`config.mk`:
```
export PLATFORM = sky130hd
export DESIGN_NAME = l2_arbiter_rr
export DESIGN_NICKNAME = d
export VERILOG_FILES = /design/src/rtl/l2_arbiter_rr.sv
export SDC_FILE = /design/constraint.sdc
export NUM_CORES = 1
export LEC_CHECK = 0
export ABC_CLOCK_PERIOD_IN_PS = 1730
export CAP_MARGIN = 10
export CORE_AREA = 2 2 544 546
export CTS_CLUSTER_SIZE = 16
export DETAILED_ROUTE_END_ITERATION = 7
export DIE_AREA = 0 0 546 548
export PLACE_DENSITY_LB_ADDON = 0.15
export SYNTH_ARGS = -nofsm -noshare
export SYNTH_HDL_FRONTEND = slang
export SYNTH_SLANG_ARGS = --single-unit
```
`constraint.sdc`:
```
create_clock -name clk -period 1.73 [get_ports clk]
set_input_delay 0.346 -clock clk [delete_from_list [all_inputs] [get_ports clk]]
set_output_delay 0.346 -clock clk [all_outputs]
set_load 0.01 [all_outputs]
```
`src/rtl/l2_arbiter_rr.sv`:
```
// ============================================================================
// Module   : l2_arbiter_rr
// Brief    : N-channel arbiter between L1 cache clients and a single L2 port.
//            Build option L2_ARB_FIXED_PRIO_EN selects lowest-index priority.
// Revision : 1.0
// ============================================================================
`default_nettype none

module l2_arbiter_rr #(
  parameter int NUM_CH = 2,
  parameter int LINE_W = 256,
  parameter int ADDR_W = 32
) (
  input  logic                        clk,
  input  logic                        rst_n,
  input  logic [NUM_CH-1:0]           ch_read,
  input  logic [NUM_CH-1:0]           ch_write,
  input  logic [NUM_CH*ADDR_W-1:0]    ch_addr,
  input  logic [NUM_CH*LINE_W-1:0]    ch_wdata,
  output logic [NUM_CH-1:0]           ch_resp,
  output logic [LINE_W-1:0]           ch_rdata,
  input  logic [LINE_W-1:0]           L2_rdata,
  input  logic                        L2_resp,
  output logic                        L2_read,
  output logic                        L2_write,
  output logic [ADDR_W-1:0]           L2_addr,
  output logic [LINE_W-1:0]           L2_wdata,
  output logic [$clog2(NUM_CH)-1:0]   grant_idx,
  output logic                        busy
);

  localparam int IDX_W = $clog2(NUM_CH);

  typedef enum logic [1:0] {
    S_IDLE = 2'd0,
    S_BUSY = 2'd1,
    S_DONE = 2'd2
  } state_e;

  state_e              state_q;
  logic [IDX_W-1:0]    rr_ptr_q;
  logic [IDX_W-1:0]    grant_q;
  logic                rd_q;
  logic                wr_q;
  logic [ADDR_W-1:0]   addr_q;
  logic [LINE_W-1:0]   wdata_q;

  logic [NUM_CH-1:0]   req;
  logic [ADDR_W-1:0]   addr_arr  [NUM_CH];
  logic [LINE_W-1:0]   wdata_arr [NUM_CH];
  logic [IDX_W-1:0]    cand;
  logic [IDX_W-1:0]    sel_d;
  logic                hit_d;

  assign req = ch_read | ch_write;

  for (genvar i = 0; i < NUM_CH; i++) begin : g_unpack
    assign addr_arr[i]  = ch_addr[i*ADDR_W +: ADDR_W];
    assign wdata_arr[i] = ch_wdata[i*LINE_W +: LINE_W];
  end

  // First requester found scanning upward from rr_ptr, wrapping at NUM_CH.
  always_comb begin
    cand  = '0;
    sel_d = rr_ptr_q;
    hit_d = 1'b0;
    for (int k = 0; k < NUM_CH; k++) begin
      cand = IDX_W'((int'(rr_ptr_q) + k) % NUM_CH);
      if (!hit_d && req[cand]) begin
        hit_d = 1'b1;
        sel_d = cand;
      end
    end
  end

  always_ff @(posedge clk or negedge rst_n) begin
    if (!rst_n) begin
      state_q  <= S_IDLE;
      rr_ptr_q <= '0;
      grant_q  <= '0;
      rd_q     <= 1'b0;
      wr_q     <= 1'b0;
      addr_q   <= '0;
      wdata_q  <= '0;
    end else begin
      case (state_q)
        S_IDLE: begin
          if (hit_d) begin
            grant_q <= sel_d;
            // A simultaneous read and write request is served as a write.
            wr_q    <= ch_write[sel_d];
            rd_q    <= ch_read[sel_d] & ~ch_write[sel_d];
            addr_q  <= addr_arr[sel_d];
            wdata_q <= wdata_arr[sel_d];
            state_q <= S_BUSY;
          end
        end
        S_BUSY: begin
          if (L2_resp) begin
            rd_q    <= 1'b0;
            wr_q    <= 1'b0;
            addr_q  <= '0;
            wdata_q <= '0;
`ifdef L2_ARB_FIXED_PRIO_EN
            rr_ptr_q <= '0;
`else
            rr_ptr_q <= (grant_q == IDX_W'(NUM_CH - 1)) ? '0 : grant_q + IDX_W'(1);
`endif
            state_q <= S_DONE;
          end
        end
        S_DONE: begin
          state_q <= S_IDLE;
        end
        default: begin
          state_q <= S_IDLE;
        end
      endcase
    end
  end

  always_comb begin
    ch_resp = '0;
    if (state_q == S_BUSY && L2_resp) begin
      ch_resp[grant_q] = 1'b1;
    end
  end

  assign ch_rdata  = L2_rdata;
  assign L2_read   = rd_q;
  assign L2_write  = wr_q;
  assign L2_addr   = addr_q;
  assign L2_wdata  = wdata_q;
  assign grant_idx = grant_q;
  assign busy      = (state_q != S_IDLE);

endmodule

`default_nettype wire
```
==> metrics <==
ys flop type=dfrtp_1; CTS tree=built; Reg-to-Reg Start=state_q[1]; P per Cell Area=1700 mW/mm^2; DR WL/cell=25.5 um; CTS Buf Count=48; Die X=546 um; die footprint=0.299 mm^2; unique cell type count in the Yosys netlist=25; Max FO, Critical Path=2; Post-Synthesis Cells=1,249; GP Congestion=0.747; IO Count=1,389; Core Footprint=0.293 mm^2; Synth Register Bits=294; row cnt=199; nets=2,900; Placement Setup Slack=-1050 ps; setup TNS=-54,700 ps; worst vdd ir=0.767 mV; Syn Nets=2,088; most frequent cell after synthesis=dfrtp_1; htree depth=2; Post-synth ARST share=100%; Num Clock Sinks=294; cell family with most CP delay=buffers and inverters; top cells by area, synth=dfrtp_1, a221o_1, buf_4; GRT Total Usage=9.28%; Inst Count DP=5,807; Final Max Tran Viols=0; leakage=13.3 nW; proportion of layout cells with a drive suffix above 1=30.8%; global-route wire length before repair=180,000 um; Clock transition at path regs=70 ps; worst stage delay on the critical path=390 ps; Post-Layout Cell Count=6,029; cell area after synthesis=0.0147 mm^2; syn avg cell area=11.8 um^2; Starting Density=5.03%; Area Growth Syn to Fin=113%; worst skew pair latency=690 ps; outcome=finished with violations; detailed-placement wirelength estimate=119,000 um; Max Root-Sink Buffers=3; pin count of the biggest net entering global routing=56; Max Fclk=479 MHz; reg2reg path depth=9; post-synth top area cell=dfrtp_1; skew final=43.6 ps; crit path DAT=1740 ps; Yosys warning count=0; Comb power frac=57.0%; startpoint types=register; Die Height=548 um; antenna violations before repair=82; slowest cell on the critical path=dfrtp_1; slew at the pin closest to its max-slew limit=528 ps; switching part of the total=39.9%; share of the synthesized area in the top cell type=49.9%; failing checks=setup timing; Hold Slack=161 ps; Final Hold Vio Count=0; part of the power in the clock network=19.2%; Port Buf Inserts=876; hold crit path type=input pin to asynchronous set/reset pin; Post-synth EDFFs=0; critical setup path kind=register to output pin; relative slew slack=64.7%; clock root cell=clkbuf_16; buffers plus inverters on the worst setup path=3; critical path depth=5; First DRT Iteration DRCs=764; Post-DRT Antenna Nets=0; crit path launch=state_q[1]; Seq/Total Area, Yosys=49.9%; part of the power in registers=23.8%; Post-synth top cells=dfrtp_1, and2_1, a221o_1; global route overflow=0; critical path, cell by cell=buf_6 -> nand3b_1 -> buf_6 -> nor2_4 -> buf_6; Via density=2.40; data required time of the critical path=1380 ps; NetSw=21.3 mW; via count=14,500; setup violators final=291; Setup WS post-layout=-357 ps; max_cap viols=0; CP endpoint kind=output pin; drt total wl=154,000 um; fin crit share=121%; Crit path top cell by count=buf_6; RSZ-0062 raised after global routing=yes; crit path time final=2090 ps; vias in the first global route=15,100; Pint=32.1 mW; DRC violations left=0; TritonRoute pass-1 iters=4
==> worst reg2reg max path: stages, from the launching register on <==
cell	delay, ps
dfrtp_1	390
buf_6	120
nand3b_1	200
inv_2	100
buf_6	110
nor2_4	60
buf_12	160
buf_16	210
clkbuf_16	230
a221o_1	320
==> kinds of logic after synthesis <==
| family | count (synthesis) | share of synthesized area (%) |
|---|---|---|
| buffers and inverters | 353 | 17.2 |
| and+or+nand+nor | 307 | 13.0 |
| AOI/OAI and AO/OA | 294 | 19.9 |
| DFF | 294 | 49.9 |
| muxes | 1 | 0.0679 |
==> metrics by stage <==
stage,power [mW],cell area [um^2],util [%]
after floorplan,21.7,14800,-
after global placement,38.0,27300,9.31
after global routing,56.7,31400,10.7
after CTS,50.4,29200,9.97
after detailed placement,37.9,27300,9.31
final,53.5,31500,10.7
==> sequential cells by signal, summed over array words and instances (netlist names) <==
register and count:
state_q 2, L2_wdata 256, grant_idx 1, L2_addr 32, L2_read 1, rr_ptr_q 1, L2_write 1
==> metal layers <==
layer	GRT usage [%]	wire length, um	up-vias
met1	11.3	64800	7109
met4	2.45	4110	62
met5	0	389	-
li1	-	-	6053
met3	5.25	17800	283
met2	13.9	66700	975
==> placed cells by master (no fill, tap or decap), types with 20 or more instances in the layout <==
cell             netlist  final
clkdlybuf4s50_1        0    579
a221o_1              288    288
dfrtp_1              294    271
and2_1               289    182
buf_4                256    112
buf_2                 51    109
and2_4                 0    107
dlymetal6s2s_1         0     96
clkbuf_16              0     85
buf_12                 0     76
buf_6                 25     57
buf_8                  0     26
dfrtp_2                0     23
buf_16                 0     20
==> final timing paths <==
check	endpoint	slack (ps)
max in group asynchronous	L2_wdata[3]	810
worst min-delay path	L2_wdata[10]	160
worst min register to register	L2_wdata[188]	500
min in group clk	L2_wdata[168]	270
worst max-delay path	ch_resp[0]	-360
worst max register to register	L2_wdata[46]	-280
==> final cells by class <==
type	instances	area [um^2]
diodes	12	30.0
fillers	33600	262000
multi-input cells	602	5150
clock buffers	79	1490
clock inverters	8	82.6
inverters	2	7.51
repair buffers	1113	12400
well taps	3919	4900
flip-flops and latches	294	7390
==> power by group through the flow <==
stage	combinational [mW]	sequential, mW	clock (mW)
final	30.5	12.7	10.3
after global routing	32.5	13.1	11.1
after CTS	26.6	12.9	10.9
after detailed placement	25.0	12.8	0
after global placement	25.1	12.9	0
after floorplan	8.59	13.1	0
==> timing repair <==
| item | CTS | global route |
|---|---|---|
| cloned | 9 | 51 |
| pin swaps | 48 | 242 |
| endpoints found under the setup margin | 543 | 396 |
| gates resized for setup | 694 | 323 |
| buffers inserted | 43 | 34 |
| hold endpoints to repair | 161 | 0 |
| hold buffers | 1 | 0 |
Note: power is estimated with default switching activity, not from simulation.
